===== src/rtl/simmem_pkg.sv =====
// Shared constants and types for the simulated-memory read-data path.
package simmem_pkg;

  localparam int unsigned NumIds        = 4;
  localparam int unsigned MaxRBurstLenW = 8;

  typedef enum logic {
    IDLE   = 1'b0,
    LOCKED = 1'b1
  } rdata_arb_state_e;

endpackage


===== src/rtl/simmem_rr_picker.sv =====
// Combinational round-robin picker: first set request at or above ptr_i,
// wrapping from N-1 back to 0.
module simmem_rr_picker #(
  parameter int unsigned N    = 4,
  parameter int unsigned PtrW = 2
) (
  input  logic [N-1:0]    req_i,
  input  logic [PtrW-1:0] ptr_i,
  output logic [N-1:0]    pick_o,
  output logic            found_o
);

  // Scan offsets 0..N-1 from the pointer and keep the first hit.
  always_comb begin
    int unsigned idx;
    pick_o  = '0;
    found_o = 1'b0;
    idx     = 0;
    for (int unsigned k = 0; k < N; k++) begin
      idx = (int'(ptr_i) + k) % N;
      for (int unsigned i = 0; i < N; i++) begin
        if (!found_o && (i == idx) && req_i[i]) begin
          pick_o[i] = 1'b1;
          found_o   = 1'b1;
        end
      end
    end
  end

endmodule


===== src/rtl/simmem_rdata_arbiter.sv =====
// Read-data arbiter: round-robin between per-ID head beats, holding the
// grant for the whole burst once it starts.
// Optional: define SIMMEM_RDATA_ARB_STATS_EN to add stall_cnt_o, a
// saturating count of cycles with a beat presented but not accepted.
module simmem_rdata_arbiter
  import simmem_pkg::*;
#(
  parameter int unsigned NumIds    = simmem_pkg::NumIds,
  parameter int unsigned BurstLenW = simmem_pkg::MaxRBurstLenW
) (
  input  logic                        clk_i,
  input  logic                        rst_ni,
  input  logic [NumIds-1:0]           req_valid_i,
  input  logic [NumIds*BurstLenW-1:0] req_burst_len_i,
  output logic [NumIds-1:0]           req_ready_o,
  output logic [NumIds-1:0]           grant_onehot_o,
  output logic                        out_valid_o,
  input  logic                        out_ready_i,
  output logic                        out_last_o
`ifdef SIMMEM_RDATA_ARB_STATS_EN
  ,
  output logic [31:0]                 stall_cnt_o
`endif
);

  localparam int unsigned IdW  = (NumIds > 1) ? $clog2(NumIds) : 1;
  localparam int unsigned CntW = BurstLenW + 1;

  rdata_arb_state_e       state_q, state_d;
  logic [IdW-1:0]         rr_ptr_q, rr_ptr_d;
  logic [IdW-1:0]         lock_id_q, lock_id_d;
  logic [CntW-1:0]        beat_cnt_q, beat_cnt_d;

  logic [NumIds-1:0]      pick_oh;
  logic                   pick_found;
  logic [NumIds-1:0]      grant_oh;
  logic [IdW-1:0]         grant_idx;
  logic [BurstLenW-1:0]   grant_len;
  logic                   grant_valid;
  logic                   hs;

  simmem_rr_picker #(
    .N    (NumIds),
    .PtrW (IdW)
  ) u_picker (
    .req_i   (req_valid_i),
    .ptr_i   (rr_ptr_q),
    .pick_o  (pick_oh),
    .found_o (pick_found)
  );

  // Resolve the current grant: fresh pick in IDLE, held ID while LOCKED.
  always_comb begin
    grant_oh  = '0;
    grant_idx = '0;
    grant_len = '0;
    if (state_q == IDLE) begin
      grant_oh = pick_oh;
    end else begin
      for (int unsigned i = 0; i < NumIds; i++) begin
        grant_oh[i] = (lock_id_q == IdW'(i));
      end
    end
    for (int unsigned i = 0; i < NumIds; i++) begin
      if (grant_oh[i]) begin
        grant_idx = IdW'(i);
        grant_len = req_burst_len_i[i*BurstLenW +: BurstLenW];
      end
    end
    grant_valid = |(req_valid_i & grant_oh);
    hs          = grant_valid & out_ready_i;
  end

  // State register and burst bookkeeping.
  always_ff @(posedge clk_i or negedge rst_ni) begin
    if (!rst_ni) begin
      state_q    <= IDLE;
      rr_ptr_q   <= '0;
      lock_id_q  <= '0;
      beat_cnt_q <= '0;
    end else begin
      state_q    <= state_d;
      rr_ptr_q   <= rr_ptr_d;
      lock_id_q  <= lock_id_d;
      beat_cnt_q <= beat_cnt_d;
    end
  end

  // Next state: lock on any grant that is not a completed single beat.
  always_comb begin
    state_d    = state_q;
    rr_ptr_d   = rr_ptr_q;
    lock_id_d  = lock_id_q;
    beat_cnt_d = beat_cnt_q;
    unique case (state_q)
      IDLE: begin
        if (pick_found) begin
          if (hs && (grant_len == '0)) begin
            rr_ptr_d = (grant_idx == IdW'(NumIds - 1)) ? '0 : grant_idx + IdW'(1);
          end else begin
            state_d    = LOCKED;
            lock_id_d  = grant_idx;
            // A beat taken this cycle leaves len beats; otherwise all len+1 remain.
            beat_cnt_d = hs ? {1'b0, grant_len} : ({1'b0, grant_len} + CntW'(1));
          end
        end
      end
      LOCKED: begin
        if (hs) begin
          beat_cnt_d = beat_cnt_q - CntW'(1);
          if (beat_cnt_q == CntW'(1)) begin
            state_d  = IDLE;
            rr_ptr_d = (lock_id_q == IdW'(NumIds - 1)) ? '0 : lock_id_q + IdW'(1);
          end
        end
      end
      default: state_d = IDLE;
    endcase
  end

  // Outputs toward the bank queues and downstream.
  always_comb begin
    grant_onehot_o = grant_oh;
    req_ready_o    = grant_oh & {NumIds{out_ready_i}};
    out_valid_o    = grant_valid;
    if (state_q == IDLE) begin
      out_last_o = pick_found && (grant_len == '0);
    end else begin
      out_last_o = (beat_cnt_q == CntW'(1));
    end
  end

`ifdef SIMMEM_RDATA_ARB_STATS_EN
  logic [31:0] stall_cnt_q;

  // Saturating count of presented-but-not-accepted cycles.
  always_ff @(posedge clk_i or negedge rst_ni) begin
    if (!rst_ni) begin
      stall_cnt_q <= '0;
    end else if (grant_valid && !out_ready_i && (stall_cnt_q != '1)) begin
      stall_cnt_q <= stall_cnt_q + 32'd1;
    end
  end

  assign stall_cnt_o = stall_cnt_q;
`endif

endmodule

===== config.mk =====
export PLATFORM = sky130hd
export DESIGN_NAME = simmem_rdata_arbiter
export DESIGN_NICKNAME = d
export VERILOG_FILES = /design/src/rtl/simmem_pkg.sv /design/src/rtl/simmem_rr_picker.sv /design/src/rtl/simmem_rdata_arbiter.sv
export SDC_FILE = /design/constraint.sdc
export NUM_CORES = 1
export LEC_CHECK = 0
export CORE_AREA = 2 2 77 79
export DETAILED_ROUTE_END_ITERATION = 7
export DIE_AREA = 0 0 79 81
export GPL_ROUTABILITY_DRIVEN = 0
export PLACE_DENSITY = 0.61
export SLEW_MARGIN = 25
export SYNTH_ARGS = -nofsm -noshare
export SYNTH_HDL_FRONTEND = slang
export SYNTH_HIERARCHICAL = 1
export SYNTH_SLANG_ARGS = --single-unit
export TNS_END_PERCENT = 50

===== constraint.sdc =====
create_clock -name clk_i -period 3.89 [get_ports clk_i]
set_clock_uncertainty 0.05 [all_clocks]
set_input_delay 0.778 -clock clk_i [delete_from_list [all_inputs] [get_ports clk_i]]
set_output_delay 0.778 -clock clk_i [all_outputs]
set_load 0.1 [all_outputs]

; After elaboration in Yosys (flattened, before gate mapping)
; Cells that the tools add are included.
[classes]
reduce_logical = 58
n_addsub = 7
muxes = 57
bitwise_logic = 5
n_eq_ne = 22
[ops]
columns = op, n
row1 = $logic_not A32 Y1, 4
row2 = $mux W1, 37
row3 = $mux W9, 4
row4 = $logic_and A1 B1 Y1, 33
row5 = $mux W8, 4
row6 = $pmux W9 S2, 1
row7 = $eq A2 B2 Y1 const A, 8
row8 = $mux W2, 8
row9 = $logic_not A1 Y1, 15
row10 = $add A8 B1 Y9 const B, 1
row11 = $eq A9 B1 Y1 const B, 1
row12 = $sub A9 B1 Y9 const B, 1
row13 = $and A4 B4 Y4, 2
row14 = $eq A1 B2 Y1 const A, 4
row15 = $logic_not A8 Y1, 1
row16 = $add A2 B1 Y2 const B, 3
row17 = $eq A2 B2 Y1 const B, 3
row18 = $ne A2 B1 Y1 const B, 3
row19 = $reduce_and A3 Y1, 2
row20 = $add A2 B2 Y2 const B, 2
row21 = $mux W4, 1
row22 = $ne A2 B2 Y1 const B, 2
row23 = $pmux W2 S2, 1
row24 = $reduce_and A4 Y1, 1
row25 = other kinds (6), 7
[totals]
output_inout_bits = 10
wordCells = 153
reg_bits = 14

; Longest topological paths before layout
[logic_depth]
word_depth = 73
ltp_mapped = 15
ltp_nobuf = 13

; Cells and area by module
; Netlist, hierarchy kept.
[modules_own_cells]
columns = module, n_inst, area_each_um2, seq_area_each_um2, cells_each
row1 = simmem_rdata_arbiter, 1, 1769.2, 350.3, 231
row2 = simmem_rr_picker, 1, 101.3, 0.0, 17

; Least setup slack after synthesis
; No wires, ideal clock.
[synth_timing]
path_kind = in2reg
from = in req_valid_i[0]
to = reg beat_cnt_q[2]
setup_ps = 123
stages = 13
arrival_time_ps = 4445
slack_ps = -728
path_cell_list = nor2_2 > o311a_1 > buf_2 > mux2i_1 > inv_1 > nand2_1 > nand4_1 > and2_1 > buf_2 > a41oi_2 > buf_2 > o21ai_0 > o221a_1
[synth_via]
word_cells_on_any_way = 96
cone_classes = add/sub (1) / eq/ne (3) / mux (40) / bitwise (2) / reduce/logical (50)
[synth_rtl]
columns = item, line_no
row1 = from (decl), simmem_rdata_arbiter.sv:13  ; input logic [NumIds-1:0] req_valid_i,
row2 = $logic_and A1 B1 Y1, simmem_rr_picker.sv:22  ; if (!found_o && (i == idx) && req_i[i]) begin
row3 = $mux W1, simmem_rr_picker.sv:22
row4 = $logic_not A1 Y1, simmem_rr_picker.sv:22
row5 = $logic_and A1 B1 Y1 (2 in a row), simmem_rr_picker.sv:22
row6 = $mux W1, simmem_rr_picker.sv:22
row7 = $logic_not A1 Y1, simmem_rr_picker.sv:22
row8 = $logic_and A1 B1 Y1 (2 in a row), simmem_rr_picker.sv:22
row9 = $mux W1, simmem_rr_picker.sv:22
row10 = [48 not listed], -
row11 = via pick_oh[2], simmem_rdata_arbiter.sv:34  ; logic [NumIds-1:0] pick_oh;
row12 = [1 not listed], -
row13 = via grant_onehot_o[2], simmem_rdata_arbiter.sv:16  ; output logic [NumIds-1:0] grant_onehot_o,
row14 = $and A4 B4 Y4 *, simmem_rdata_arbiter.sv:70  ; grant_valid = |(req_valid_i & grant_oh);
row15 = $reduce_or A4 Y1 *, simmem_rdata_arbiter.sv:70
row16 = via out_valid_o, simmem_rdata_arbiter.sv:17  ; output logic out_valid_o,
row17 = $and A1 B1 Y1 *, simmem_rdata_arbiter.sv:71  ; hs = grant_valid & out_ready_i;
row18 = $mux W9, simmem_rdata_arbiter.sv:104  ; beat_cnt_d = hs ? {1'b0, grant_len} : ({1'b0, grant_len} + CntW'(1));
row19 = $mux W9, simmem_rdata_arbiter.sv:98  ; if (hs && (grant_len == '0)) begin
row20 = $mux W9, simmem_rdata_arbiter.sv:97  ; if (pick_found) begin
row21 = $pmux W9 S2, simmem_rdata_arbiter.sv:95  ; unique case (state_q)
row22 = to (signal assigned), simmem_rdata_arbiter.sv:85  ; beat_cnt_q <= beat_cnt_d;
row23 = to (decl), simmem_rdata_arbiter.sv:32  ; logic [CntW-1:0] beat_cnt_q, beat_cnt_d;
; The timed path passes the listed nets; every way through them passes the cells marked *. The select of a mux whose other input is x is not followed.
; A chain may end at the register's enable or synchronous reset.

; Worst setup path in the final report
[layout_timing]
from = in req_valid_i[3]
to = reg beat_cnt_q[6]
[layout_via]
word_cells_on_any_way = 82
cone_classes = add/sub (1) / eq/ne (3) / mux (35) / bitwise (2) / reduce/logical (41)
[layout_rtl]
columns = item, line_no
row1 = $logic_and A1 B1 Y1, simmem_rr_picker.sv:22
row2 = $mux W1, simmem_rr_picker.sv:22
row3 = $logic_not A1 Y1, simmem_rr_picker.sv:22
row4 = $logic_and A1 B1 Y1 (2 in a row), simmem_rr_picker.sv:22
row5 = $mux W1, simmem_rr_picker.sv:22
row6 = $logic_not A1 Y1, simmem_rr_picker.sv:22
row7 = $logic_and A1 B1 Y1 (2 in a row), simmem_rr_picker.sv:22
row8 = $mux W1, simmem_rr_picker.sv:22
row9 = [36 not listed], -
row10 = via pick_oh[2], simmem_rdata_arbiter.sv:34
row11 = $mux W4 *, simmem_rdata_arbiter.sv:57  ; if (state_q == IDLE) begin
row12 = $mux W8 / $and A4 B4 Y4 (equally long branches), "simmem_rdata_arbiter.sv:65, simmem_rdata_arbiter.sv:70"
row13 = $mux W8 / $reduce_or A4 Y1 (equally long branches), "simmem_rdata_arbiter.sv:65, simmem_rdata_arbiter.sv:70"
row14 = $add A8 B1 Y9 / $and A1 B1 Y1 (equally long branches), "simmem_rdata_arbiter.sv:104, simmem_rdata_arbiter.sv:71"
row15 = $mux W9, simmem_rdata_arbiter.sv:104
row16 = $mux W9, simmem_rdata_arbiter.sv:98
row17 = $mux W9, simmem_rdata_arbiter.sv:97
row18 = $pmux W9 S2, simmem_rdata_arbiter.sv:95
; Marked as above.

==> flow_metrics.py <==
metrics = {
    "final_layout": {
        "multi_input_area_um2": 1580,
        "insertedDiodeCount": 0,
        "nFillCells": 528,
        "instances_no_fill": 426,
        "finalNetCount": 399,
        "areaGrowthSynthToFinish_pct": 70.4,
        "drive_gt1_share_pct": 35.3,
        "register_area_um2": 350,
    },
    "synth": {
        "ys_warn_count": 6,
        "synth.top_cells.by_area": "dfrtp_1 19%, nand2_1 6.8%, ha_1 5.4%, a31oi_1 4.3%, nor2_1 4.0%",
        "synth_top_area_cell": "dfrtp_1",
        "syn_avg_cell_area_um2": 7.54,
        "synth.distinct_cells": 60,
        "yosys_most_used_dff": "dfrtp_1",
        "synth_top_cell_area_share_pct": 18.7,
        "seq_area_frac_synth_pct": 18.7,
        "synth_nets": 295,
        "ys_ff_latch": 14,
        "synth_edf_count": 0,
        "ys_async_sr_fraction_pct": 100,
        "synth.cell_area_um2": 1870,
        "synth_cells": 248,
    },
    "run_status": {
        "status": "finished, final reports clean",
    },
    "global_routing": {
        "grt_pass1_vias": 2212,
        "grt.overflow.total": 0,
        "antenna_found_initial": 0,
        "grt_max_degree": 15,
        "grt_pass1_wl_um": 10800,
        "track_usage_pct": 21.1,
    },
    "clock_network": {
        "htreeDepth": 1,
        "cts_root_buffer": "clkbuf_8",
        "max-clock-path-buffers": 2,
        "clock-sinks": 14,
        "tritoncts": "yes",
        "cts-buffers-inserted": 3,
        "postCtsHoldBufs": 0,
        "clk_latency_ns": 0.25,
        "clk_pin_slew_ns": 0.06,
    },
    "setup_path": {
        "reg2regPathDepth": 22,
        "cp_slowest_cell": "o311a_4",
        "critPathTopFamily": "buffers and inverters",
        "cp_cell_sequence": "clkdlybuf4s15_2 > nor2_2 > o311a_4 > nor3b_4 > o21ai_1 > a31oi_2 > buf_4 > buf_4 > buf_4 > buf_4 > buf_4 > buf_4 > buf_4 > buf_4 > buf_4 > ha_2 > nand4_1 > buf_4 > nor3_2 > o21ai_1 > buf_4 > o221ai_2",
        "worst-path-stages": 22,
        "crit_path_frequent_cell": "buf_4",
        "critPathLaunch": "req_valid_i[3]",
        "reg2reg_slack_ns": 0.11,
        "cp_slowest_stage_delay_ns": 0.42,
        "path_buf_inv": 12,
        "critPathArrivalTime_ns": 3.98,
        "cp-start-kind": "input port",
        "cp.required_ns": 4.00,
        "crit_path_end_kind": "flip-flop",
        "r2r_start": "rr_ptr_q[1]",
        "path_class": "in -> reg",
        "crit_path_max_fanout": 4,
    },
    "min_path": {
        "min_from": "beat_cnt_q[8]",
        "hp-class": "reg -> reg",
        "min_path_cells": 2,
    },
    "power_and_ir_drop": {
        "power.total_w": 0.00275,
        "max-vdd-ir-drop_v": 0.000497,
        "intPower_w": 0.00136,
        "power.density_nw_per_um2": 863,
        "power.leakage_nw": 1.36,
        "swShare_pct": 50.4,
        "p_sw_w": 0.00139,
        "seqPwrFrac_pct": 9.7,
        "power_frac_clock_pct": 5.2,
        "pwr-share-comb_pct": 85.1,
    },
    "place": {
        "preCtsSetupSlack_ns": -0.490,
        "io_buffer_count": 48,
        "hpwl_um": 4920,
        "placed_cells": 404,
    },
    "job": {
        "cap_violations": 0,
    },
    "die": {
        "start_util_pct": 33.0,
        "die_h_um": 81,
        "core_um2": 5680,
        "row_count": 28,
        "die_w_um": 79,
        "pin_count": 49,
        "die_area_um2": 6400,
    },
    "timing": {
        "clock.fmax_mhz": 259,
        "final.setup.worst_slack_ns": 0.0226,
        "rsz0062_at_grt": "yes",
        "finalSetupViolCount": 0,
        "relSlewSlack_pct": 50.1,
        "hold_viol": 0,
        "finalCritPeriodShare_pct": 99.4,
        "fin_crit_ns": 3.87,
        "finalMaxSlewViolations": 0,
        "tightest_slew_ns": 0.743,
    },
    "route": {
        "drt_iter0_drc": 156,
        "wirelength_um": 6600,
        "drt-vias-per-instance": 5.46,
        "drcViolationCount": 0,
        "wl_per_cell_um": 15.5,
        "ant_nets": 0,
        "drt-pass1-iter-count": 5,
        "vias": 2327,
    },
}
-- cell families (layout without fill, tap and decap cells) --
group | Yosys count | count (layout) | synth area share (%)
XOR/XNOR | 6 | 6 | 2.81
AO/OA/AOI/OAI | 88 | 88 | 35.4
flip-flops | 14 | 14 | 18.7
AND/OR/NAND/NOR | 96 | 96 | 27.1
multiplexers | 6 | 6 | 3.68
buffers and inverters | 30 | 133 | 6.96
adder cells (fa/ha/maj) | 8 | 8 | 5.35
-- final timing paths --
| check | to |
|---|---|
| min reg2reg | beat_cnt_q[8] |
| min in group asynchronous | beat_cnt_q[5] |
| max | beat_cnt_q[6] |
| max in group asynchronous | beat_cnt_q[0] |
| min | beat_cnt_q[8] |
| max reg2reg | beat_cnt_q[6] |
-- Yosys cell counts (all sizes together) (5+ instances only) --
cell type  instances
a22o               8
a21oi             11
a31oi             14
o21ai             24
inv               18
nor2              22
nor3               7
ha                 8
nand3             11
dfrtp             14
o221a              5
buf                8
nand2             34
-- worst min-delay path, cell delays in order, from the launching register on --
cell and delay (ns):
dfrtp_1 0.41, inv_1 0.07, o211ai_1 0.08
-- layer usage --
metal | global-route usage [%] | part of all wire (%)
met4 | 4.83 | 2.6
met5 | 0 | 0
met3 | 1.89 | 5.0
met1 | 27.6 | 43
met2 | 37.7 | 49
-- power by group through the flow --
stage / Sequential [W] / Combinational [W] / Clock (W)
final: 0.000267 / 0.00234 / 0.000143
after global routing: 0.000277 / 0.00252 / 0.000151
after CTS: 0.000266 / 0.00220 / 0.000143
after detailed placement: 0.000266 / 0.00203 / 0
after global placement: 0.000264 / 0.00200 / 0
after floorplan: 0.000247 / 0.00132 / 0
-- layout by cell type (no fill, tap or decap), types with 5 or more instances in the layout --
cell type        instances
dfrtp_1                 14
inv_1                   15
nor2_1                  20
a21oi_1                  9
clkdlybuf4s50_1         34
ha_1                     7
o21ai_0                  8
a22o_1                   7
o21ai_1                  8
nand3_1                 10
buf_12                   9
buf_4                   62
nand2_1                 33
a31oi_1                 10
o21ai_4                  5
-- through the flow --
step / area, µm² / setup TNS (ns) / util, % / hold WS [ns]
after global placement: 2860 / -2.02 / 50.4 / 0.530
final: 3190 / 0 / 56.2 / 0.551
after global routing: 3190 / -0.395 / 56.2 / 0.599
after CTS: 3090 / 0 / 54.5 / 0.552
after detailed placement: 2860 / -2.67 / 50.4 / 0.545
after floorplan: 1940 / -6.49 / - / 0.432
-- state kept, by name (all words and copies together) (netlist names) --
signal / flops
beat_cnt_q: 9
rr_ptr_q: 2
state_q: 1
lock_id_q: 2
-- what timing repair did --
item | CTS | global route
pin swaps | 12 | 8
setup endpoints to repair | 4 | 5
resized for setup | 33 | 11
buffers inserted | 10 | 10
endpoints found under the hold margin | 0 | 0
-- final cells by class --
type / instances / area share (%)
inverter: 18 / 2.24
sequential: 14 / 11.0
multi-input combinational: 204 / 49.5
clock buffer: 4 / 1.73
timing repair buffer: 111 / 32.6
tap: 75 / 2.94
No activity file was read; power rests on OpenSTA's default activity.
